$ cat src/rtl/clock_view_pkg.sv
// Shared types for the clock display path: BCD digit type, blank code
// and the view/edit state encoding.
package clock_view_pkg;

    typedef logic [3:0] bcd_t;

    localparam bcd_t BLANK_CODE = 4'hF;

    typedef enum logic {
        VIEW = 1'b0,
        EDIT = 1'b1
    } view_state_t;

endpackage

$ cat src/rtl/clock_view_mux_blink_gen.sv
// Blink phase generator: counts 0..BLINK_DIV-1 and toggles the phase on wrap.
// Ports: clk, reset (sync, active-high), restart (clear count, force
// visible), blink (1 = digit visible).
module blink_gen #(
    parameter int BLINK_DIV = 25_000_000
) (
    input  logic clk,
    input  logic reset,
    input  logic restart,
    output logic blink
);

    localparam int CW = (BLINK_DIV > 2) ? $clog2(BLINK_DIV) : 1;
    localparam logic [CW-1:0] LAST = CW'(BLINK_DIV - 1);

    logic [CW-1:0] r_cnt;
    logic          r_blink;

    always_ff @(posedge clk) begin
        if (reset || restart) begin
            r_cnt   <= '0;
            r_blink <= 1'b1;
        end else if (r_cnt == LAST) begin
            r_cnt   <= '0;
            r_blink <= ~r_blink;
        end else begin
            r_cnt   <= r_cnt + 1'b1;
        end
    end

    assign blink = r_blink;

endmodule

$ cat src/rtl/clock_view_mux.sv
// Registered display window mux with edit cursor and blinking cursor digit.
// Ports: clk, reset (sync, active-high), bcd_in[4*N_DIGITS], view_next,
//   edit_en, edit_next in; bcd_out[4*N_VIEW], edit_sel[N_DIGITS],
//   win_idx, blink out.
// Option: define LEADING_ZERO_BLANK_EN to blank a leading zero in window 0.
module clock_view_mux
    import clock_view_pkg::*;
#(
    parameter int N_DIGITS  = 6,
    parameter int N_VIEW    = 4,
    parameter int STEP      = 2,
    parameter int BLINK_DIV = 25_000_000
) (
    input  logic                  clk,
    input  logic                  reset,
    input  logic [4*N_DIGITS-1:0] bcd_in,
    input  logic                  view_next,
    input  logic                  edit_en,
    input  logic                  edit_next,
    output logic [4*N_VIEW-1:0]   bcd_out,
    output logic [N_DIGITS-1:0]   edit_sel,
    output logic [((((N_DIGITS-N_VIEW)/((STEP>0)?STEP:1))+1) > 1 ?
                   $clog2(((N_DIGITS-N_VIEW)/((STEP>0)?STEP:1))+1) : 1)-1:0]
                                  win_idx,
    output logic                  blink
);

    localparam int SSTEP = (STEP > 0) ? STEP : 1;
    localparam int NW    = (N_DIGITS - N_VIEW) / SSTEP + 1;
    localparam int WW    = (NW > 1) ? $clog2(NW) : 1;
    localparam int CUW   = (N_DIGITS > 1) ? $clog2(N_DIGITS) : 1;

    localparam logic [WW-1:0]  WIN_LAST = WW'(NW - 1);
    localparam logic [CUW-1:0] CUR_MSD  = CUW'(N_DIGITS - 1);

    if (N_VIEW < 1 || N_VIEW > N_DIGITS) begin : g_chk_view
        $error("clock_view_mux: N_VIEW must be 1..N_DIGITS");
    end
    if (STEP < 1) begin : g_chk_step
        $error("clock_view_mux: STEP must be >= 1");
    end else if ((N_DIGITS - N_VIEW) % STEP != 0) begin : g_chk_mod
        $error("clock_view_mux: (N_DIGITS-N_VIEW) not a multiple of STEP");
    end
    if (BLINK_DIV < 2) begin : g_chk_div
        $error("clock_view_mux: BLINK_DIV must be >= 2");
    end

    function automatic int f_base(input int w);
        return N_DIGITS - N_VIEW - w * SSTEP;
    endfunction

    // Windows overlap when STEP < N_VIEW; scanning downwards leaves the
    // smallest (most significant) window that still contains the cursor.
    function automatic logic [WW-1:0] f_win_of(input int c);
        logic [WW-1:0] w_res;
        w_res = '0;
        for (int w = NW - 1; w >= 0; w--) begin
            if (c >= f_base(w) && c <= f_base(w) + N_VIEW - 1) begin
                w_res = WW'(w);
            end
        end
        return w_res;
    endfunction

    view_state_t        r_state;
    view_state_t        w_state_nxt;
    logic [WW-1:0]      r_win;
    logic [WW-1:0]      w_win_nxt;
    logic [CUW-1:0]     r_cursor;
    logic [CUW-1:0]     w_cursor_nxt;
    logic               w_restart;
    logic               w_blink;
    logic [4*N_VIEW-1:0] r_bcd;
    logic [4*N_VIEW-1:0] w_bcd_nxt;
    bcd_t               w_dig [N_VIEW];

    blink_gen #(
        .BLINK_DIV(BLINK_DIV)
    ) u_blink (
        .clk    (clk),
        .reset  (reset),
        .restart(w_restart),
        .blink  (w_blink)
    );

    always_comb begin
        w_state_nxt  = r_state;
        w_cursor_nxt = r_cursor;
        w_win_nxt    = r_win;
        w_restart    = 1'b0;
        case (r_state)
            VIEW: begin
                // Entering edit takes priority; a coincident view_next is dropped.
                if (edit_en) begin
                    w_state_nxt  = EDIT;
                    w_cursor_nxt = CUR_MSD;
                    w_win_nxt    = f_win_of(N_DIGITS - 1);
                    w_restart    = 1'b1;
                end else if (view_next) begin
                    w_win_nxt = (r_win == WIN_LAST) ? '0 : r_win + 1'b1;
                end
            end
            EDIT: begin
                // Leaving edit wins over a coincident cursor move.
                if (!edit_en) begin
                    w_state_nxt = VIEW;
                end else begin
                    if (edit_next) begin
                        w_cursor_nxt = (r_cursor == '0) ? CUR_MSD
                                                        : r_cursor - 1'b1;
                        w_restart    = 1'b1;
                    end
                    w_win_nxt = f_win_of(int'(w_cursor_nxt));
                end
            end
            default: begin
                w_state_nxt = VIEW;
            end
        endcase
    end

    always_comb begin
        w_bcd_nxt = '0;
        for (int k = 0; k < N_VIEW; k++) begin
            w_dig[k] = bcd_in[4*(f_base(int'(r_win)) + k) +: 4];
            if (r_state == EDIT && !w_blink &&
                f_base(int'(r_win)) + k == int'(r_cursor)) begin
                w_dig[k] = BLANK_CODE;
            end
`ifdef LEADING_ZERO_BLANK_EN
            if (r_state == VIEW && r_win == '0 &&
                k == N_VIEW - 1 && w_dig[k] == 4'h0) begin
                w_dig[k] = BLANK_CODE;
            end
`endif
            w_bcd_nxt[4*k +: 4] = w_dig[k];
        end
    end

    always_ff @(posedge clk) begin
        if (reset) begin
            r_state  <= VIEW;
            r_win    <= '0;
            r_cursor <= CUR_MSD;
            r_bcd    <= '0;
        end else begin
            r_state  <= w_state_nxt;
            r_win    <= w_win_nxt;
            r_cursor <= w_cursor_nxt;
            r_bcd    <= w_bcd_nxt;
        end
    end

    assign bcd_out  = r_bcd;
    assign win_idx  = r_win;
    assign blink    = w_blink;
    assign edit_sel = (r_state == EDIT) ? (N_DIGITS'(1) << r_cursor)
                                        : '0;

endmodule
$ cat config.mk
export PLATFORM = sky130hd
export DESIGN_NAME = clock_view_mux
export DESIGN_NICKNAME = d
export VERILOG_FILES = /design/src/rtl/clock_view_pkg.sv /design/src/rtl/clock_view_mux_blink_gen.sv /design/src/rtl/clock_view_mux.sv
export SDC_FILE = /design/constraint.sdc
export NUM_CORES = 1
export LEC_CHECK = 0
export BUFFER_PORTS_ARGS = -buffer_cell sky130_fd_sc_hd__clkbuf_2
export CAP_MARGIN = 0
export CORE_ASPECT_RATIO = 2
export CORE_MARGIN = 5
export CORE_UTILIZATION = 56
export DETAILED_ROUTE_END_ITERATION = 8
export PLACE_DENSITY = 0.83
export SLEW_MARGIN = 20
export SYNTH_ARGS = -nofsm -noshare
export SYNTH_HDL_FRONTEND = slang
export SYNTH_SLANG_ARGS = --single-unit
$ cat constraint.sdc
create_clock -name clk -period 3.38 [get_ports clk]
set_input_delay 0.507 -clock clk [delete_from_list [all_inputs] [get_ports clk]]
set_output_delay 0.507 -clock clk [all_outputs]
set_load 0.01 [all_outputs]
### Word-level counts from Yosys, hierarchy flattened

Index checks and enable logic that the tools add are counted.
Widths: inputs -> output; s select.

| word-level totals | value |
|---|---|
| register bits after elaboration | 47 |
| bits of input ports | 29 |
| output and inout port bits | 24 |

| operators by class | value |
|---|---|
| order comparisons | 3 |
| reduce and logical (&&, ||, !) cells | 12 |
| bitwise operators | 2 |
| muxes and demuxes | 23 |
| eq/ne operators | 8 |
| shifts and indexed selects | 5 |
| $add $sub $neg | 7 |

Operators by type and width:

| operator | number |
|---|---|
| $eq 32x4->1 | 2 |
| $shiftx 24x32->4 | 2 |
| $add 25x1->25 const B | 1 |
| $eq 25x25->1 const B | 1 |
| $shiftx 24x5->4 | 1 |
| $shiftx 24x6->4 | 1 |
| $mux 3 | 6 |
| $mux 4 | 4 |
| $mux 1 | 9 |
| $add 3x3->4 const B | 2 |
| $logic_and 1x1->1 | 6 |
| $mux 6 | 1 |
| $pmux 3 s2 | 1 |
| $shl 1x3->6 const A | 1 |
| $add 3x2->4 const B | 1 |
| $eq 3x4->1 | 1 |
| $eq 4x4->1 | 1 |
| $ne 2x2->1 const B | 2 |
| $pmux 1 s2 | 2 |
| $reduce_and 2->1 | 2 |
| $ge 3x2->1 const B | 1 |
| $le 3x2->1 const B | 1 |
| $le 3x3->1 const B | 1 |
| $logic_not 3->1 | 1 |
| other kinds (8) | 9 |

### Depth between registers and ports, before layout

Gate-level depths: netlist (run 1).

| depth | value |
|---|---|
| word-level depth | 10 |
| gate-level depth with buffers | 6 |

### By module

Synthesis (run 1) repeated with hierarchy kept, for this count alone.

| unflattened totals | value |
|---|---|
| cells, all modules | 246 |
| area, all modules | 2259.7 um2 |

Modules (own cells, without submodules):

| module | cells an instance | area an instance (um2) | times used |
|---|---|---|---|
| blink_gen | 143 | 1248.7 | 1 |
| clock_view_mux | 103 | 1011.0 | 1 |

### Worst setup path after synthesis (run 1)

OpenSTA, ideal clock, no wires.

| timing | value |
|---|---|
| path type | reg-to-reg |
| from | register u_blink.r_cnt[3] |
| to | register u_blink.r_cnt[21] |
| cell stages (with the launch flop) | 6 |
| path buffers | 1 |
| clock period less this slack | 1877 ps |
| data arrival time | 1807 ps |
| setup slack | 1503 ps |
| cells stage by stage | dfxtp_1 nand4_4 or4_1 buf_2 or4_1 a21oi_1 |

| between the ends | value |
|---|---|
| cells in the longest elaborated chain, start to end | 2 |
| elaborated cells between the ends (all ways) | 3 |
| classes of those cells | add/sub: 1; eq/ne: 1; reduce/logical: 1 |

RTL lines:

| item | RTL line | source |
|---|---|---|
| from (decl) | clock_view_mux_blink_gen.sv:16 | `logic [CW-1:0] r_cnt;` |
| from (signal assigned) | clock_view_mux_blink_gen.sv:27 | `r_cnt <= r_cnt + 1'b1;` |
| branches (longest 2 deep; another with $add 25x1->25) | - |  |

Parallel ways; which one is timed is not known.
A chain may end at the register's enable or synchronous reset.

### Worst setup path after layout (run 1)

| timing | value |
|---|---|
| from | register r_win (netlist: win_idx) |
| to | output win_idx |

RTL lines:

| item | RTL line | source |
|---|---|---|
| from (decl) | clock_view_mux.sv:67 | `logic [WW-1:0] r_win;` |
| from (signal assigned) | clock_view_mux.sv:148 | `r_win <= w_win_nxt;` |
| to (decl) | clock_view_mux.sv:24 | `win_idx,` |

No word-level cell between the ends.

==> qor.yml, run 1 <==
p_seq_frac: 0.536
criticalPathCategory: "flip-flop to output port"
switching_share: 0.233
root_buffer: "clkbuf_8"
fin_crit_sh: 0.631
drc: 0
tightest_slew_ns: 1.07
cp.arrival_ns: 1.63
synth_fp_nets: 275
clock_path_buffers: 2
clk_latency_ns: 0.30
portBuffers: 52
yosys_warnings: 0
grt_pass1_wl_mm: 8.27
fill_cells: 328
crit_buf_inv: 1
n_antenna_cell: 0
cts_resized: 0
slowest_delay_ns: 1.03
clkPwrFrac: 0.385
worstPathMaxFanout: 22
drtIter0Drc: 25
synth.distinct_cells: 33
dp.cells: 337
grt_usage: 0.208
vias: 1896
reg2reg_setup_slack_ns: 1.29
setup_tns_ns: 0
drive_gt1_frac: 0.230
powerDensity_mw_per_mm2: 431
r2r_start: "u_blink.r_cnt[0]"
viasPerCell: 5.50
cts_buffers: 5
path_delay_family: "flip-flops"
area_delta_synth_final_pct: 19.1
startpoint: "win_idx"
vdd.ir_drop.worst_v: 0.000564
grt_overflow: 0
cts_tree: "done"
nets: 325
crit_path_end_kind: "output port"
setup_violations: 0
p_leak_nw: 0.940
dp_hpwl_mm: 3.83
fmax_ghz: 0.469
max_slew_margin: 0.287
r2r_end: "u_blink.r_cnt[19]"
crit_path_end: "win_idx"
clkSinkCount: 47
fin_skew_ns: 0.0110
grt_pass1_vias: 1887
die_w_microns: 53.5
worst_path_max_delay_cell: "dfxtp_1"
grt_max_degree: 23
drv_cap: 0
min_path_type: "flip-flop to flip-flop"
final_max_slew_viol_count: 0
hold_buffers: 0
num_rows: 31
synth.avg_cell_area_sq_um: 8.65
p_int_uw: 835
synth.cell_area_sq_mm: 0.00212
drtAntennaViolNets: 0
wl_mm: 4.92
ys_ff_latch: 47
required_ns: 2.87
fin_crit_ns: 2.13
status: "finished, final reports clean"
antenna_found_initial: 0
syn_inst: 245
die_y_microns: 97.0
dr.pass1.iters: 4
startpoint_type: "flip-flop"
path_clk_slew_ns: 0.09
comb_power_share: 0.079
io_pins: 53
cts_setup_buffers: 0
final_cells: 345
power_switching_uw: 253
r2r.worst_path.cells: 6
initial_core_util: 0.581
grt_setup_unrepaired: "no"
gp_congestion: 0.902
worst-path-stages: 1
seq_area_frac_synth: 0.444
crit_chain: "clkbuf_2"
coreArea_sq_mm: 0.00365
htreeDepth: 2
hold_viol_final: 0
die_area_sq_mm: 0.00519
wl_per_cell_microns: 14.3
==> synthesized netlist by cell type, drive strengths merged <==
cell     n  area (sq um)
a21oi   32           160
and2     1          6.26
and3     3          20.0
and4     1          8.76
buf      3          12.5
clkbuf   7          26.3
dfxtp   47           941
ha       1          12.5
inv      6          22.5
mux2i   16           160
nand2   16          60.1
nand2b   5          31.3
nand3    8          40.0
nand3b   1          7.51
nand4    7          58.8
nor2    25          93.8
nor2b    3          18.8
nor3     7          35.0
nor3b    1          7.51
nor4     4          25.0
nor4bb   2          20.0
o21ai   13          68.8
o21bai   2          15.0
o31ai    2          15.0
or3     10          67.6
or4      7          52.6
xnor2   11          96.3
xor2     4          35.0
==> per-layer routing <==
layer / routed length [microns] / track usage / vias to the layer above
met3: 283 / 0.0508 / 6
met5: 0 / 0 / -
li1: - / - / 965
met2: 2840 / 0.383 / 50
met4: 78 / 0.0827 / 0
met1: 1720 / 0.205 / 875
==> worst min-delay path by stage <==
| stage | start | endpoint | slack (ns) | depth (start not counted) |
|---|---|---|---|---|
| floorplan | u_blink.r_cnt[0] | u_blink.r_cnt[0] | 0.43 | 1 |
| global placement | u_blink.r_cnt[0] | u_blink.r_cnt[0] | 0.44 | 1 |
| detailed placement | u_blink.r_cnt[0] | u_blink.r_cnt[0] | 0.45 | 1 |
| CTS | u_blink.r_cnt[0] | u_blink.r_cnt[0] | 0.47 | 1 |
| global route | bcd_in[21] | bcd_out[13] | 0.50 | 3 |
| finish | u_blink.r_cnt[0] | u_blink.r_cnt[0] | 0.47 | 1 |
==> layout by cell type, fill, tap and decap left out, types with 6 or more instances in the layout <==
cell | Yosys | layout
nor2_1 | 25 | 25
nand2_1 | 16 | 16
xnor2_1 | 11 | 11
nand3_1 | 8 | 8
o21ai_0 | 12 | 12
nand4_1 | 6 | 6
or3_1 | 6 | 6
clkbuf_2 | 0 | 52
nor3_1 | 7 | 7
inv_1 | 6 | 6
dfxtp_1 | 47 | 47
a21oi_1 | 32 | 32
mux2i_1 | 16 | 16
or4_1 | 7 | 7
==> state kept, by name, summed over array words and instances, names as in the netlist <==
name	cells
r_state	1
u_blink.blink	1
bcd_out	16
u_blink.r_cnt	25
win_idx	1
r_cursor	3
==> per-stage QoR <==
stage	hold WS, ns	instance area (sq um)	total power [mW]	utilization	worst slack [ns]
after floorplan	0.430	2120	0.640	-	1.50
after global placement	0.443	2410	0.679	0.661	1.31
after detailed placement	0.450	2410	0.683	0.661	1.30
after CTS	0.471	2520	1.10	0.692	1.23
after global routing	0.502	2520	1.14	0.692	1.15
final	0.465	2520	1.09	0.692	1.25
==> area by class of cell <==
| class | instances | area, sq um | share of cell area |
|---|---|---|---|
| multi-input combinational | 182 | 1120 | 0.442 |
| sequential | 47 | 941 | 0.373 |
| timing repair buffer | 53 | 268 | 0.106 |
| clock buffer | 5 | 68.8 | 0.0273 |
| tap | 49 | 61.3 | 0.0243 |
| clock inverter | 3 | 46.3 | 0.0183 |
| inverter | 6 | 22.5 | 0.00892 |
==> power groups by stage <==
| stage | logic [mW] | registers, mW | clock network (mW) |
|---|---|---|---|
| final | 0.0855 | 0.583 | 0.419 |
| after global routing | 0.0961 | 0.585 | 0.456 |
| after CTS | 0.0869 | 0.583 | 0.429 |
| after detailed placement | 0.0865 | 0.596 | 0 |
| after global placement | 0.0837 | 0.596 | 0 |
| after floorplan | 0.0434 | 0.597 | 0 |
==> logic make-up (layout without fill, tap and decap cells) <==
kind of cell | count (synthesis) | count (layout) | synth area share
AOI/OAI and AO/OA | 49 | 49 | 0.122
buffers and inverters | 16 | 67 | 0.0289
DFF | 47 | 47 | 0.444
xor gates and xnor gates | 15 | 15 | 0.0620
and+or+nand+nor | 101 | 101 | 0.261
adders and majority gates | 1 | 1 | 0.00591
muxes | 16 | 16 | 0.0756
Note: power is estimated with default switching activity, not from simulation.
==> run 2, diff against run 1 <==
--- a/config.mk
+++ b/config.mk
@@ -9,9 +9,9 @@
 export CAP_MARGIN = 0
 export CORE_ASPECT_RATIO = 2
 export CORE_MARGIN = 5
-export CORE_UTILIZATION = 56
+export CORE_UTILIZATION = 47
 export DETAILED_ROUTE_END_ITERATION = 8
-export PLACE_DENSITY = 0.83
+export PLACE_DENSITY = 0.75
 export SLEW_MARGIN = 20
 export SYNTH_ARGS = -nofsm -noshare
 export SYNTH_HDL_FRONTEND = slang
==> constraint.sdc (replaced) <==
create_clock -name clk -period 1.85 [get_ports clk]
set_input_delay 0.2775 -clock clk [delete_from_list [all_inputs] [get_ports clk]]
set_output_delay 0.2775 -clock clk [all_outputs]
set_load 0.01 [all_outputs]
==> qor.yml, run 2 (synthesized netlist as in run 1, its figures left out) <==
status: "finished with violations"
violations: "setup timing"
hold_buffers: 0
gp_congestion: 0.838
grt_pass1_wl_mm: 8.26
portBuffers: 52
required_ns: 2.08
busiest_layer: "met2"
path_clk_slew_ns: 0.09
dr.pass1.iters: 4
hold_viol_final: 0
cp.arrival_ns: 2.10
die_w_microns: 57.5
use_met1: 0.158
num_rows: 34
min_path_type: "primary input to flip-flop"
clk_latency_ns: 0.29
clock_path_buffers: 2
crit_path_end_kind: "flip-flop"
cts_buffers: 5
drtAntennaViolNets: 0
p_leak_nw: 1.06
root_buffer: "clkbuf_8"
grt_pass1_vias: 1963
crit_buf_inv: 0
vdd.ir_drop.worst_v: 0.000670
reg2reg_setup_slack_ns: -0.02
wl_per_cell_microns: 13.6
dp_hpwl_mm: 3.87
vias: 1989
die_area_sq_mm: 0.00603
die_y_microns: 105
fin_crit_ns: 1.87
final_common_cell: "clkbuf_2"
wl_mm: 5.04
drc: 0
setup_tns_ns: -0.0194
worst_path_max_delay_cell: "or4_1"
grt_overflow: 0
grt_use_met3: 0.0321
grt_max_degree: 26
max_slew_margin: 0.687
area_delta_synth_final_pct: 28.4
viasPerCell: 5.38
worst_slack_ns: -0.0194
largest_reg_flops: 25
drv_cap: 0
grt_setup_unrepaired: "yes"
nets: 345
fmax_ghz: 0.535
final_max_slew_viol_count: 0
powerDensity_mw_per_mm2: 724
coreArea_sq_mm: 0.00438
path_delay_family: "simple AND/OR/NAND/NOR gates"
startpoint_type: "flip-flop"
io_pins: 53
placed_cell_area_sq_mm: 0.00257
top_register: "u_blink.r_cnt"
slowest_delay_ns: 0.56
cts_tree: "done"
grt_usage: 0.168
setup_violations: 1
criticalPathCategory: "flip-flop to flip-flop"
clkSinkCount: 47
worstPathMaxFanout: 7
drtIter0Drc: 58
htreeDepth: 2
final_cell_area_sq_mm: 0.00272
tightest_slew_ns: 0.465
crit_chain: "ha_1 > nand3_1 > or4_1 > or3_1 > a21oi_1"
fin_skew_ns: 0.00554
use_met2: 0.329
drive_gt1_frac: 0.310
most-common-layout-cells: "clkbuf_2, dfxtp_1, a21oi_1"
n_antenna_cell: 0
antenna_found_initial: 0
initial_core_util: 0.483
fin_crit_sh: 1.01
==> run 2: area by class of cell <==
cell class | count | area [sq um]
flip-flops and latches | 47 | 948
clock inverters | 3 | 43.8
clock buffers | 5 | 68.8
well taps | 54 | 67.6
fillers | 405 | 1660
inverters | 6 | 22.5
multi-input cells | 182 | 1140
repair buffers | 73 | 430
==> run 2: path summary, 6_finish.rpt <==
path / from / end / cells after the start
max: u_blink.r_cnt[1] / u_blink.r_cnt[24] / 5
min: reset / u_blink.blink / 3
max reg2reg: u_blink.r_cnt[1] / u_blink.r_cnt[24] / 5
min reg2reg: u_blink.r_cnt[0] / u_blink.r_cnt[0] / 1
==> run 2: per-stage QoR <==
| stage | util | power [mW] | setup WS, ns | std cells | hold WS [ns] |
|---|---|---|---|---|---|
| final | 0.621 | 1.97 | -0.0194 | 370 | 0.238 |
| after global routing | 0.621 | 2.06 | -0.0616 | 370 | 0.246 |
| after CTS | 0.614 | 2.00 | 0.00904 | 369 | 0.231 |
| after detailed placement | 0.587 | 1.25 | -0.0515 | 361 | 0.453 |
| after global placement | 0.587 | 1.25 | -0.0136 | 361 | 0.441 |
| after floorplan | - | 1.17 | -0.00823 | 245 | 0.349 |
==> run 2: timing repair <==
action	CTS	global route
setup endpoints to repair	7	9
resized for setup	2	9
setup buffers	0	1
pin swaps	2	2
==> run 2: tightest hold or removal path, stage by stage <==
cell	delay (ns)
clkbuf_2	0.10
a21oi_1	0.07
nand3_1	0.06
==> run 2: per-layer routing <==
| layer | wire length (microns) | part of all wire |
|---|---|---|
| met1 | 1740 | 0.35 |
| met5 | 0 | 0 |
| met3 | 311 | 0.062 |
| met2 | 2860 | 0.57 |
| met4 | 121 | 0.024 |
==> run 2: where the power goes <==
group | switching [mW] | leakage, nW | internal [mW]
registers | 0.0146 | 0.387 | 1.04
clock network | 0.339 | 0.0581 | 0.402
logic | 0.0883 | 0.614 | 0.0829
